`config.mk`:
```
export PLATFORM = sky130hd
export DESIGN_NAME = div_accel
export DESIGN_NICKNAME = d
export VERILOG_FILES = /design/src/rtl/cpu_pkg.sv /design/src/rtl/div_step.sv /design/src/rtl/div_accel.sv
export SDC_FILE = /design/constraint.sdc
export NUM_CORES = 1
export LEC_CHECK = 0
export CAP_MARGIN = 25
export CORE_MARGIN = 4
export CORE_UTILIZATION = 45
export CTS_CLUSTER_DIAMETER = 30
export DETAILED_ROUTE_END_ITERATION = 10
export PLACE_DENSITY = 0.68
export SYNTH_ARGS = -nofsm -noshare
export SYNTH_HDL_FRONTEND = slang
export SYNTH_SLANG_ARGS = --single-unit
export TNS_END_PERCENT = 50
```
`constraint.sdc`:
```
create_clock -name Clk -period 3.2 [get_ports Clk]
set_clock_uncertainty 0.1 [all_clocks]
set_input_delay 0.48 -clock Clk [delete_from_list [all_inputs] [get_ports Clk]]
set_output_delay 0.48 -clock Clk [all_outputs]
set_load 0.02 [all_outputs]
```
`src/rtl/cpu_pkg.sv`:
```
// Shared CPU-side definitions used by the divide accelerator.
package cpu_pkg;

  // Operand, quotient and remainder width of the divide accelerator.
  localparam int unsigned DIV_WIDTH = 16;

  // Divider FSM states. The S_DIV_ prefix keeps these literals apart from the
  // result-injection t_state literals that live in the same scope.
  typedef enum logic [1:0] {
    S_DIV_IDLE = 2'd0,
    S_DIV_RUN  = 2'd1,
    S_DIV_DONE = 2'd2
  } t_div_state;

  // Width of a down-counter that must hold the value 'width'.
  function automatic int unsigned div_cnt_width(input int unsigned width);
    return $clog2(width + 1);
  endfunction

endpackage

```
`src/rtl/div_step.sv`:
```
// One restoring-division step: shift {r,q} left, trial-subtract the divisor,
// keep the difference and set the new quotient bit when it does not go negative.
module div_step
  import cpu_pkg::*;
#(
  parameter int unsigned WIDTH = DIV_WIDTH
) (
  input  logic [WIDTH:0]   r,
  input  logic [WIDTH-1:0] q,
  input  logic [WIDTH-1:0] divisor,
  output logic [WIDTH:0]   r_next,
  output logic [WIDTH-1:0] q_next
);

  // Shift is done in a WIDTH+2 frame so the subtraction sign lands in the MSB.
  logic [WIDTH+1:0] r_shift;
  logic [WIDTH+1:0] trial;

  // Shift, trial subtract and restore/commit.
  always_comb begin
    r_shift = {r, q[WIDTH-1]};
    trial   = r_shift - {2'b00, divisor};
    q_next  = {q[WIDTH-2:0], 1'b0};
    r_next  = r_shift[WIDTH:0];
    if (!trial[WIDTH+1]) begin
      r_next    = trial[WIDTH:0];
      q_next[0] = 1'b1;
    end
  end

endmodule

```
`src/rtl/div_accel.sv`:
```
// Iterative unsigned restoring divider, responder side of the CPU divide
// handshake. One quotient bit per cycle; Done pulses for one cycle when the
// held Quotient/Remainder outputs become valid.
module div_accel
  import cpu_pkg::*;
#(
  parameter int unsigned WIDTH = DIV_WIDTH
) (
  input  logic             Clk,
  input  logic             Reset,
  input  logic             StartDiv,
  input  logic [WIDTH-1:0] Divident,
  input  logic [WIDTH-1:0] Divisor,
  output logic [WIDTH-1:0] Quotient,
  output logic [WIDTH-1:0] Remainder,
  output logic             Done,
  output logic             Busy
);

  localparam int unsigned CntW = div_cnt_width(WIDTH);

  t_div_state       state_q, state_d;
  logic [WIDTH-1:0] divisor_q, divisor_d;
  logic [WIDTH-1:0] q_q, q_d;
  logic [WIDTH:0]   r_q, r_d;
  logic [CntW-1:0]  cnt_q, cnt_d;
  logic [WIDTH-1:0] quot_q, quot_d;
  logic [WIDTH-1:0] rem_q, rem_d;

  logic [WIDTH:0]   r_step;
  logic [WIDTH-1:0] q_step;

  div_step #(
    .WIDTH (WIDTH)
  ) u_div_step (
    .r       (r_q),
    .q       (q_q),
    .divisor (divisor_q),
    .r_next  (r_step),
    .q_next  (q_step)
  );

  // Next-state logic: accept a start in idle, iterate, then publish results.
  always_comb begin
    state_d   = state_q;
    divisor_d = divisor_q;
    q_d       = q_q;
    r_d       = r_q;
    cnt_d     = cnt_q;
    quot_d    = quot_q;
    rem_d     = rem_q;
    unique case (state_q)
      S_DIV_IDLE: begin
        if (StartDiv) begin
          if (Divisor != '0) begin
            divisor_d = Divisor;
            q_d       = Divident;
            r_d       = '0;
            cnt_d     = CntW'(WIDTH);
            state_d   = S_DIV_RUN;
          end else begin
            // Divide by zero: all-ones quotient, dividend as remainder.
            quot_d  = '1;
            rem_d   = Divident;
            state_d = S_DIV_DONE;
          end
        end
      end
      S_DIV_RUN: begin
        q_d   = q_step;
        r_d   = r_step;
        cnt_d = cnt_q - CntW'(1);
        if (cnt_q == CntW'(1)) begin
          quot_d  = q_step;
          rem_d   = r_step[WIDTH-1:0];
          state_d = S_DIV_DONE;
        end
      end
      S_DIV_DONE: begin
        state_d = S_DIV_IDLE;
      end
      default: begin
        state_d = S_DIV_IDLE;
      end
    endcase
  end

  // State and datapath registers; reset aborts any operation in flight.
  always_ff @(posedge Clk or negedge Reset) begin
    if (!Reset) begin
      state_q   <= S_DIV_IDLE;
      divisor_q <= '0;
      q_q       <= '0;
      r_q       <= '0;
      cnt_q     <= '0;
      quot_q    <= '0;
      rem_q     <= '0;
    end else begin
      state_q   <= state_d;
      divisor_q <= divisor_d;
      q_q       <= q_d;
      r_q       <= r_d;
      cnt_q     <= cnt_d;
      quot_q    <= quot_d;
      rem_q     <= rem_d;
    end
  end

  // Results are held between operations; the consumer reads them late.
  assign Quotient  = quot_q;
  assign Remainder = rem_q;
  assign Done      = (state_q == S_DIV_DONE);
  assign Busy      = (state_q != S_DIV_IDLE);

endmodule

```
# Word level (Yosys, flattened, before mapping)

Cells that the tools add are included.

Add/subtract/negate cells: 2
Equal/unequal tests: 7
Mux-type cells: 23
Reductions and logical operators: 8

Operators with widths:

| operator                                                            | count |
|---|---|
| 16-bit 2-to-1 mux                                                   | 8 |
| 16-bit one-hot mux with 2 select lines                              | 3 |
| 17-bit 2-to-1 mux                                                   | 3 |
| 17-bit one-hot mux with 2 select lines                              | 1 |
| 18-bit by 16-bit subtractor with 18-bit output                      | 1 |
| 16-bit nonzero test                                                 | 1 |
| 5-bit 2-to-1 mux                                                    | 2 |
| 5-bit one-hot mux with 2 select lines                               | 1 |
| 2-bit != test (second input constant)                               | 4 |
| 2-bit 2-to-1 mux                                                    | 3 |
| 3-bit AND reduction                                                 | 2 |
| 5-bit by 1-bit == test with 1-bit output (second input constant)    | 1 |
| 5-bit by 1-bit subtractor with 5-bit output (second input constant) | 1 |
| 2-bit one-hot mux with 2 select lines                               | 1 |
| 4-bit AND reduction                                                 | 1 |
| 2-bit nonzero test                                                  | 2 |
| 2-bit by 1-bit == test with 1-bit output (second input constant)    | 1 |
| 2-bit == test (second input constant)                               | 1 |
| 2-bit zero test                                                     | 1 |
| 2-bit AND reduction                                                 | 1 |
| 1-bit 2-to-1 mux                                                    | 1 |

Bits in registers: 88
Input bits: 35
Logic and storage cells: 47

# Logic depth before layout (Yosys ltp)

Gate-level depths: netlist (run 1).

Word-level depth: 4
Mapped depth: 12

# Cells and area by module

Synthesis (run 1) repeated with hierarchy kept, for this count alone.

Cells, all modules: 466
Area, all modules: 5009.8 sq um

By module, submodules not included:

| module    | times used | cells an instance | area each (sq um) | sequential area each (sq um) |
|---|---|---|---|---|
| div_accel | 1          | 275               | 3738.6            | 2202.1 |
| div_step  | 1          | 191               | 1271.2            | 0.0 |

# Worst setup path after synthesis (run 1)

OpenSTA, ideal clock, no wires.

Path kind: flip-flop to flip-flop
Start: register r_q[13]
End: register rem_q[6], in the netlist Remainder[6]
Arrival time: 2733 ps
Data required time: 2974 ps
Slack: 241 ps
Cell stages (with the launch flop): 11
Path through: dfrtp_1 ha_1 a21o_1 a211o_4 and2_4 a311o_4 or3_1 buf_6 buf_8 mux2i_1 o32a_1

Longest elaborated chain between the ends: 4

Ends and longest elaborated chain:

| item                                           | RTL line         | text |
|---|---|---|
| from (decl)                                    | div_accel.sv:25  | `logic [WIDTH:0] r_q, r_d;` |
| from (signal assigned)                         | div_accel.sv:102 | `r_q <= r_d;` |
| 18-bit by 16-bit subtractor with 18-bit output | div_step.sv:22   | `trial = r_shift - {2'b00, divisor};` |
| 17-bit 2-to-1 mux                              | div_step.sv:25   | `if (!trial[WIDTH+1]) begin` |
| 16-bit 2-to-1 mux                              | div_accel.sv:73  | `if (cnt_q == CntW'(1)) begin` |
| 16-bit one-hot mux with 2 select lines         | div_accel.sv:52  | `unique case (state_q)` |
| to (signal assigned)                           | div_accel.sv:105 | `rem_q <= rem_d;` |
| to (decl)                                      | div_accel.sv:28  | `logic [WIDTH-1:0] rem_q, rem_d;` |

No other way between the ends. The select of a mux whose other input is x is not followed.
A chain may end at the register's enable or synchronous reset.

# Worst setup path in the final report (run 1)

Start: register divisor_q[14]
End: register rem_q[0], in the netlist Remainder[0]

Longest elaborated chain between the ends: 4

Ends and longest elaborated chain:

| item                                           | RTL line         | text |
|---|---|---|
| from (decl)                                    | div_accel.sv:23  | `logic [WIDTH-1:0] divisor_q, divisor_d;` |
| from (signal assigned)                         | div_accel.sv:100 | `divisor_q <= divisor_d;` |
| 18-bit by 16-bit subtractor with 18-bit output | div_step.sv:22   |  |
| 17-bit 2-to-1 mux                              | div_step.sv:25   |  |
| 16-bit 2-to-1 mux                              | div_accel.sv:73  |  |
| 16-bit one-hot mux with 2 select lines         | div_accel.sv:52  |  |

No other way between the ends. The select of a mux whose other input is x is not followed.

==> summary.md, run 1 <==
| Metric | Value |
|---|---|
| Syn avg cell area | `9.021 µm²` |
| Most frequent cells in the layout | `dfrtp_1, nor2_1, nand2_1` |
| RR Startpoint | `divisor_q[14]` |
| Maximum clock frequency | `approximately 0.33 GHz` |
| Slew Viols, Final | `0` |
| CP Data Arrival Time | `~3.2 ns` |
| Fraction of registers with async set/reset | `1.000` |
| Most common cell after layout, fill and taps aside | `dfrtp_1` |
| FF+latch count, synth | `roughly 90` |
| Setup crit end kind | `flip-flop` |
| Post-Route Setup TNS | `0 ns` |
| DR vias | `4356` |
| Initial DRC count | `roughly 290` |
| PortBufs | `68` |
| Synthesis-to-layout area growth | `23.23%` |
| Max VDD drop | `approximately 0.00057 V` |
| Hold Crit Class | `flip-flop to flip-flop` |
| Top Ports | `69` |
| Clock latency on the worst-skew pair | `0.37 ns` |
| Row count | `38` |
| Cell with the largest stage delay on the worst path | `dfrtp_1` |
| Antenna Nets Post-Route | `0` |
| Synthesized instance count | `548` |
| CTS buffer count | `9` |
| Die Wd | `approximately 110 µm` |
| CP max FO | `15` |
| Syn_nets | `around 600` |
| Worst path cell trace | `inv_1 > ha_2 > a21o_1 > a211o_4 > and2_4 > a311o_4 > or3_1 > buf_6 > or3_1 > a31oi_1` |
| WL per Instance | `~17 µm` |
| Initial DRT Pass Iterations | `5` |
| Worst-case clock buffer depth | `2` |
| Die Ht | `112.8 µm` |
| Pwr dens | `1263 nW/µm²` |
| Post-layout util | `0.5645` |
| Min Tclk post-route | `3.038 ns` |
| First-pass GRT wire length | `21.60 mm` |
| Clock sink count | `88` |
| Vias in the first global route | `roughly 4300` |
| Vias per cell | `between 5 and 6` |
| Final #Nets | `674` |
| CP dominant cell by count | `or3_1` |
| Initial Util | `0.4580` |
| Clock Tree Root | `clkbuf_8` |
| Post-DP HPWL | `between 10 and 15 mm` |
| Worst-Margin Slew | `0.5611 ns` |
| Sequential-to-total area share from yosys stat | `0.4455` |
| CP required | `between 3 and 4 ns` |
| Ys flop type | `dfrtp_1` |
| RSZ-0062 raised after global routing | `false` |
| Max Cap Viol | `0` |
| Diode count | `0` |
| Ys Warns | `0` |
| Crit path launch type | `flip-flop` |
| Crit-path max cell delay | `0.39 ns` |
| Die area | `12730 µm²` |
| Status | `finished clean` |
| Core region area | `10790 µm²` |
| Clock slew seen by the registers of the worst setup and hold paths | `0.09 ns` |
| Initial antenna violation count | `0` |
| DRC | `0` |
| Max-slew headroom | `0.6259` |
| Gr usage total | `0.2115` |
| Fraction of layout cells with a size suffix above 1 | `0.1232` |
| Fin crit share | `0.9494` |
| Routed wire length | `13.25 mm` |
| Leak Pwr | `0.002715 µW` |
| Total gr overflow | `0` |
| Area of the mapped netlist | `4943 µm²` |
| GP Congestion | `0.9210` |
| CTS tree | `built` |
| Yosys cell types | `57` |
| Final hold viol count | `0` |
| Htree depth | `3` |
| Worst reg2reg setup slack | `0.16 ns` |
| Min-Delay Startpoint | `divisor_q[4]` |
| Worst setup path class | `flip-flop to flip-flop` |
| Final setup fails | `0` |
| Worst Setup SP | `divisor_q[14]` |
| EDFF count, synth | `0` |
| Largest net degree at the start of global routing | `44` |
-- per-stage QoR --
stage | cells | hold slack, ns | power [µW] | setup slack, ns | area, µm²
floorplan | 548 | 0.08441 | 5401 | 0.2408 | 4943
global placement | 747 | 0.3903 | 6700 | 0.1776 | 5861
detailed placement | 747 | 0.3935 | 6810 | 0.1177 | 5861
CTS | 764 | 0.4145 | 7655 | 0.09769 | 6075
global route | 765 | 0.4207 | 8287 | 0.01186 | 6092
finish | 765 | 0.4109 | 7692 | 0.1618 | 6092
-- state kept, by name, indices dropped and copies added, names as in the netlist --
signal / flops
cnt_q: 5
divisor_q: 16
Quotient: 16
q_q: 16
Remainder: 16
r_q: 17
state_q: 2
-- worst max-delay path: cells and delay by family, from the launching register on --
family | cells | cell delay, ns
DFF | 1 | 0.39
adders and majority gates | 1 | 0.30
and+or+nand+nor | 3 | 0.84
AOI/OAI and AO/OA | 4 | 1.09
buffers and inverters | 2 | 0.24
-- routing by layer --
metal	share of wire	global-route usage
met5	0	0
met3	0.056	0.04545
met4	0.017	0.06170
met1	0.44	0.2841
met2	0.48	0.3460
-- final cells by class --
class	count	area, µm²
tap	140	175.2
multi-input combinational	407	2546
fill	977	4701
inverter	24	90.09
clock inverter	6	66.31
timing repair buffer	90	874.6
clock buffer	10	137.6
sequential	88	2202
-- power by group --
group	total, µW	switching [µW]	internal [µW]
Clock	820	433	387
Sequential	2070	404	1660
Combinational	4810	2680	2130
Total	7690	3510	4180
-- path summary, 6_finish.rpt --
check | cells past startpoint | endpoint
min in group asynchronous | 2 | Quotient[14]
worst max register to register | 10 | Remainder[0]
worst max-delay path | 10 | Remainder[0]
worst min register to register | 1 | divisor_q[4]
worst min-delay path | 1 | divisor_q[4]
max in group asynchronous | 3 | Remainder[11]
-- logic make-up after synthesis --
| family | synth area share |
|---|---|
| buffers and inverters | 0.04404 |
| AND/OR/NAND/NOR | 0.1903 |
| flip-flops | 0.4455 |
| AO/OA/AOI/OAI | 0.1911 |
| XOR/XNOR | 0.02480 |
| multiplexers | 0.05467 |
| adder cells (fa/ha/maj) | 0.04961 |
-- cell usage after synthesis (all sizes together), types with 3 or more instances --
| master | number | area, µm² |
|---|---|---|
| o21a | 12 | 90.09 |
| ha | 18 | 225.2 |
| xnor2 | 8 | 70.07 |
| nor2 | 77 | 289.0 |
| mux2i | 9 | 90.09 |
| clkbuf | 27 | 101.4 |
| or2 | 3 | 18.77 |
| a31oi | 25 | 156.4 |
| a21o | 13 | 98.85 |
| mux2 | 16 | 180.2 |
| o21ai | 15 | 75.07 |
| and3 | 3 | 18.77 |
| nor4 | 6 | 52.55 |
| and2 | 3 | 21.27 |
| xor2 | 6 | 52.55 |
| o22ai | 3 | 18.77 |
| nand2b | 3 | 18.77 |
| a211oi | 3 | 27.52 |
| nor3 | 3 | 26.28 |
| or3 | 6 | 40.03 |
| nand3 | 22 | 110.1 |
| a21oi | 42 | 214.0 |
| o211ai | 5 | 37.54 |
| dfrtp | 88 | 2202 |
| o32a | 7 | 70.07 |
| nand2 | 74 | 277.8 |
| inv | 24 | 90.09 |
-- timing repair --
action / CTS / global route
gates resized for setup: 0 / 4
endpoints found under the setup margin: 0 / 7
hold buffers: 1 / 0
setup buffers: 0 / 1
endpoints found under the hold margin: 4 / 0
Note: power is estimated with default switching activity, not from simulation.
==> inputs of run 2 (changes only) <==
- CAP_MARGIN: 25 -> 20
- clock period: 3.2 -> 3.65 ns (I/O delays scaled with it)
==> run 2 against run 1 <==
  * Sequential cell count stayed put
  * Wire length is 2.3% lower
  * First-iteration DRC count is 35% lower
  * Setup slack better by 0.21 ns
  * Largest cell class unchanged
  * Maximum frequency is 7.2% lower
  * Register-to-register slack better by 0.21 ns
  * Non-clock buffer count is 10 lower
  * Critical path depth is 2 lower
  * Clock power is 17% lower
  * Sequential share of layout area is 0.62 points higher
  * Highest routed layer unchanged
==> summary.md, run 2 (synthesis gave the netlist of run 1 again) <==
| Metric | Value |
|---|---|
| Total gr overflow | `0 (unchanged)` |
| Clock Tree Root | `clkbuf_8` |
| Final setup fails | `0 (unchanged)` |
| Max VDD drop | `0.0005740 V (about the same)` |
| Final hold viol count | `0 (unchanged)` |
| DRC | `0 (unchanged)` |
| Max FFs per register | `17 (unchanged)` |
| Most frequent cells in the layout | `dfrtp_1, nor2_1, nand2_1` |
| WL per Instance | `17.14 µm (-1.0%)` |
| Initial antenna violation count | `0 (unchanged)` |
| Worst reg2reg setup slack | `0.38 ns (+0.21 ns)` |
| Gr usage total | `0.2105 (-0.0009803)` |
| Final #Nets | `664 (-1.5%)` |
| Clock latency on the worst-skew pair | `0.37 ns (about the same)` |
| Leak Pwr | `0.002662 µW (-2.0%)` |
| Dpl cells | `738 (-1.2%)` |
| PortBufs | `68 (unchanged)` |
| PostCTS Resize Cnt | `0 (unchanged)` |
| GP Congestion | `0.9301 (+0.99%)` |
| Largest Register | `r_q` |
| Min Tclk post-route | `3.274 ns (+0.2363 ns)` |
| Fin crit share | `0.8971 (-0.05232)` |
| Die area | `12730 µm² (unchanged)` |
| Synthesis-to-layout area growth | `21.16%` |
| Vias per cell | `5.689 (about the same)` |
| Post-CTS Hold Fix Bufs | `0 (-1)` |
| Clock slew seen by the registers of the worst setup and hold paths | `0.10 ns (about the same)` |
| Pwr dens | `1093 nW/µm² (-13%)` |
| CTS buffer count | `9 (unchanged)` |
| Worst-case clock buffer depth | `2 (unchanged)` |
| FF-to-FF End | `Remainder[3]` |
| Routed wire length | `12.94 mm (-2.3%)` |
| CP max FO | `15 (unchanged)` |
| Worst-Margin Slew | `0.6724 ns (+0.1113 ns)` |
| Setup repair bufs after CTS | `0 (unchanged)` |
| Core region area | `10790 µm² (unchanged)` |
| Crit path launch type | `flip-flop` |
| Worst Setup SP | `r_q[13]` |
| Maximum clock frequency | `0.3054 GHz (-7.2%)` |
| Setup crit end kind | `flip-flop` |
| Initial DRC count | `188 (-35%)` |
| Worst setup path class | `flip-flop to flip-flop` |
| Diode count | `0 (unchanged)` |
| First-pass GRT wire length | `21.67 mm (+0.35%)` |
| Reg2Reg Depth | `8 (-2)` |
| Hold Crit Class | `input port to async pin` |
| Post-DP HPWL | `9.764 mm (-3.3%)` |
| CP Data Arrival Time | `3.43 ns (+0.20 ns)` |
| Largest net degree at the start of global routing | `89 (+100%)` |
| Initial DRT Pass Iterations | `5 (unchanged)` |
| Clock sink count | `88 (unchanged)` |
| Status | `finished clean` |
| RSZ-0062 raised after global routing | `false` |
| RR Startpoint | `r_q[13]` |
| CTS tree | `built` |
| Top Ports | `69 (unchanged)` |
| Fraction of layout cells with a size suffix above 1 | `0.1057 (-0.01751)` |
| Fill cells | `997 (+2.0%)` |
| Max Cap Viol | `0 (unchanged)` |
| Htree depth | `3 (unchanged)` |
| Most common cell after layout, fill and taps aside | `dfrtp_1` |
| Die Ht | `112.8 µm (unchanged)` |
| Initial Util | `0.4580 (unchanged)` |
| Finished Layout Cells | `755 (-1.3%)` |
| Max-slew headroom | `0.5517 (-0.07422)` |
| Antenna Nets Post-Route | `0 (unchanged)` |
| Register area | `2202 µm² (unchanged)` |
| Area of the multi-input gates | `2540 µm² (-0.25%)` |
| Slew Viols, Final | `0 (unchanged)` |
| DR vias | `4295 (-1.4%)` |
| CP required | `3.80 ns (+0.40 ns)` |
| Vias in the first global route | `4304 (+0.49%)` |
| Die Wd | `112.8 µm (unchanged)` |
| Row count | `38 (unchanged)` |
| Post-Route Setup TNS | `0 ns (unchanged)` |
## run 2: stage by stage
step | setup WS [ns] | util | power [µW] | instance area [µm²] | hold WS, ns
after floorplan | 0.6908 | - | 4735 | 4943 | 0.1519
after global placement | 0.4516 | 0.5344 | 5735 | 5768 | 0.3911
after detailed placement | 0.3812 | 0.5344 | 5860 | 5768 | 0.4017
after CTS | 0.3547 | 0.5524 | 6559 | 5962 | 0.3269
after global routing | 0.1570 | 0.5550 | 7105 | 5989 | 0.05660
final | 0.3755 | 0.5550 | 6548 | 5989 | 0.03872
## run 2: cell type report
cell class | instances | share of cell area
multi-input combinational | 407 | 0.4241
sequential | 88 | 0.3677
timing repair buffer | 80 | 0.1316
tap | 140 | 0.02925
clock buffer | 9 | 0.02068
inverter | 24 | 0.01504
clock inverter | 7 | 0.01170
## run 2: critical path: stages, from the launching register on
cell	delay, ns
dfrtp_1	0.41
ha_1	0.36
a21o_1	0.23
a211o_4	0.36
and2_4	0.17
a311o_4	0.34
or3_1	0.62
mux2i_1	0.23
o32a_1	0.33
## run 2: where the power goes
| part | leakage [µW] | internal, µW | switching, µW | total, µW |
|---|---|---|---|---|
| Clock | 0.0000977 | 270 | 412 | 683 |
| Combinational | 0.00155 | 1750 | 2280 | 4030 |
| Sequential | 0.00102 | 1460 | 381 | 1840 |
## run 2: worst max-delay path by stage
stage	end	slack [ns]	depth (start not counted)
detailed placement	Remainder[3]	0.38	8
floorplan	Remainder[6]	0.69	10
CTS	Remainder[0]	0.35	8
finish	Remainder[3]	0.38	8
global placement	Remainder[0]	0.45	8
global route	Remainder[3]	0.16	8
## run 2: metal layers
| metal | GRT usage | wire length [µm] |
|---|---|---|
| met5 | 0 | 0 |
| met4 | 0.03766 | 116 |
| met3 | 0.04545 | 700 |
| met2 | 0.3622 | 6447 |
| met1 | 0.2773 | 5679 |
==> inputs of run 3 (changes only) <==
- ABC_CLOCK_PERIOD_IN_PS: not set -> 3650
- CAP_MARGIN: 20 -> not set
- SKIP_CTS_REPAIR_TIMING: not set -> 1
==> run 3 against run 2 <==
  * Clock power is essentially flat
  * Maximum frequency shrank 0.10%
  * Non-clock buffer count shrank 1
  * Utilization shrank 0.26 points
  * Via count is essentially flat
  * Sequential cell count is the same
  * Wire length shrank 0.40%
  * First-iteration DRC count grew 51%
  * Power shrank 0.21%
  * Worst hold slack gained 0.25 ns
  * Register-to-register slack is essentially flat
  * Critical path type unchanged
  * Critical endpoint unchanged
  * Largest cell class unchanged
==> summary.md, run 3 (synthesis gave the netlist of run 1 again) <==
| Metric | Value |
|---|---|
| Status | `finished clean` |
| Diode count | `0 (unchanged)` |
| Synthesis-to-layout area growth | `20.60%` |
| Vias in the first global route | `4304 (unchanged)` |
| Clock slew seen by the registers of the worst setup and hold paths | `0.10 ns (about the same)` |
| Worst-Margin Slew | `1.108 ns (+0.4359 ns)` |
| Final setup fails | `0 (unchanged)` |
| Dpl cells | `738 (unchanged)` |
| Clock latency on the worst-skew pair | `0.37 ns (about the same)` |
| Routed wire length | `12.89 mm (-0.40%)` |
| Post-DP HPWL | `9.764 mm (unchanged)` |
| Largest net degree at the start of global routing | `89 (unchanged)` |
| Internal power | `3471 µW (-0.10%)` |
| Final #Nets | `663 (-0.15%)` |
| Antenna Nets Post-Route | `0 (unchanged)` |
| Crit path launch type | `flip-flop` |
| Total gr overflow | `0 (unchanged)` |
| PortBufs | `68 (unchanged)` |
| Max Cap Viol | `0 (unchanged)` |
| Hold Crit Class | `input port to async pin` |
| Initial Util | `0.4580 (unchanged)` |
| Die area | `12730 µm² (unchanged)` |
| Flop pwr share | `0.281 (about the same)` |
| Row count | `38 (unchanged)` |
| Worst-case clock buffer depth | `2 (unchanged)` |
| RSZ-0062 raised after global routing | `false` |
| Most common cell after layout, fill and taps aside | `dfrtp_1` |
| Die Wd | `112.8 µm (unchanged)` |
| Max FFs per register | `17 (unchanged)` |
| First-pass GRT wire length | `21.67 mm (unchanged)` |
| GP Congestion | `0.9301 (unchanged)` |
| Initial DRT Pass Iterations | `5 (unchanged)` |
| Initial antenna violation count | `0 (unchanged)` |
| Setup crit end kind | `flip-flop` |
| Fin crit share | `0.8980 (+0.0009066)` |
| Largest Register | `r_q` |
| Max-slew headroom | `0.2611 (-0.2906)` |
| Slew Viols, Final | `0 (unchanged)` |
| Leak Pwr | `0.002649 µW (-0.48%)` |
| Top Ports | `69 (unchanged)` |
| Fraction of layout cells with a size suffix above 1 | `0.1042 (-0.001457)` |
| CP required | `3.80 ns (about the same)` |
| Combinational Power Share | `0.614 (about the same)` |
| Maximum clock frequency | `0.3051 GHz (-0.10%)` |
| Final hold viol count | `0 (unchanged)` |
| Finished Layout Cells | `754 (-0.13%)` |
| Core region area | `10790 µm² (unchanged)` |
| CP Data Arrival Time | `3.43 ns (about the same)` |
| CTS tree | `built` |
| Fill cells | `999 (+0.20%)` |
| Hold_ws | `0.2852 ns (+0.2464 ns)` |
| Clock sink count | `88 (unchanged)` |
| WL per Instance | `17.10 µm (-0.27%)` |
| DRC | `0 (unchanged)` |
| Htree depth | `3 (unchanged)` |
| Gr usage total | `0.2105 (unchanged)` |
| Sw Share | `0.4688 (-0.0005470)` |
| Min Tclk post-route | `3.278 ns (+0.003309 ns)` |
| Most frequent cells in the layout | `dfrtp_1, nor2_1, nand2_1` |
| Die Ht | `112.8 µm (unchanged)` |
| Initial DRC count | `283 (+51%)` |
| CP max FO | `15 (unchanged)` |
| Worst setup path class | `flip-flop to flip-flop` |
| Net switching power | `3063 µW (-0.32%)` |
| Reg2Reg Depth | `8 (unchanged)` |
| CTS buffer count | `9 (unchanged)` |
| DR vias | `4296 (+0.023%)` |
| Max VDD drop | `0.0005725 V (-0.26%)` |
| Vias per cell | `5.698 (+0.16%)` |
| Clock Power Share | `0.105 (about the same)` |
| Post-Route Setup TNS | `0 ns (unchanged)` |
| Pwr dens | `1096 nW/µm² (+0.25%)` |
| Clock Tree Root | `clkbuf_8` |
## run 3: changes by cell type in the layout (fill, tap and decap cells not counted)
cell | before | now
buf_16 | 1 | 0
## run 3: power groups by stage
stage	sequential [µW]	clock (µW)	combinational (µW)
after floorplan	1910	0	2830
after global placement	1830	0	3900
after detailed placement	1860	0	4000
after CTS	1840	700	4020
after global routing	1910	734	4460
final	1840	686	4010
## run 3: worst max-delay path, cell delays in order (launching register included)
cell and delay, ns:
dfrtp_1 0.42, ha_1 0.36, a21o_1 0.23, a211o_4 0.36, and2_4 0.17, a311o_4 0.34, or3_1 0.62, mux2i_1 0.23
o32a_1 0.33
## run 3: stage by stage
stage	util	cell area [µm²]	setup slack (ns)	total power (µW)
after floorplan	-	4943	0.6908	4735
after detailed placement	0.5344	5768	0.3812	5860
after CTS	0.5524	5962	0.3547	6559
final	0.5524	5962	0.3722	6534
after global routing	0.5524	5962	0.1570	7100
after global placement	0.5344	5768	0.4516	5735
## run 3: metal layers
layer | vias up | GRT usage | routed length [µm]
met5 | - | 0 | 0
met4 | 0 | 0.03766 | 118
met3 | 11 | 0.04545 | 672
met2 | 120 | 0.3622 | 6454
met1 | 2112 | 0.2773 | 5648
li1 | 2053 | - | -
## run 3: final timing paths
kind,end,startpoint,slack (ns)
max,Remainder[3],r_q[13],0.37
min,cnt_q[3],Reset,0.29
max reg2reg,Remainder[3],r_q[13],0.37
min reg2reg,divisor_q[13],divisor_q[13],0.42
max in group asynchronous,Remainder[9],Reset,2.47
min in group Clk,divisor_q[13],divisor_q[13],0.42
## run 3: area by class of cell
class	count	area [µm²]	share of cell area
clock buffer	9	123.9	0.02078
inverter	24	90.09	0.01511
multi-input combinational	407	2540	0.4260
clock inverter	7	70.07	0.01175
sequential	88	2202	0.3694
tap	140	175.2	0.02938
timing repair buffer	79	760.7	0.1276
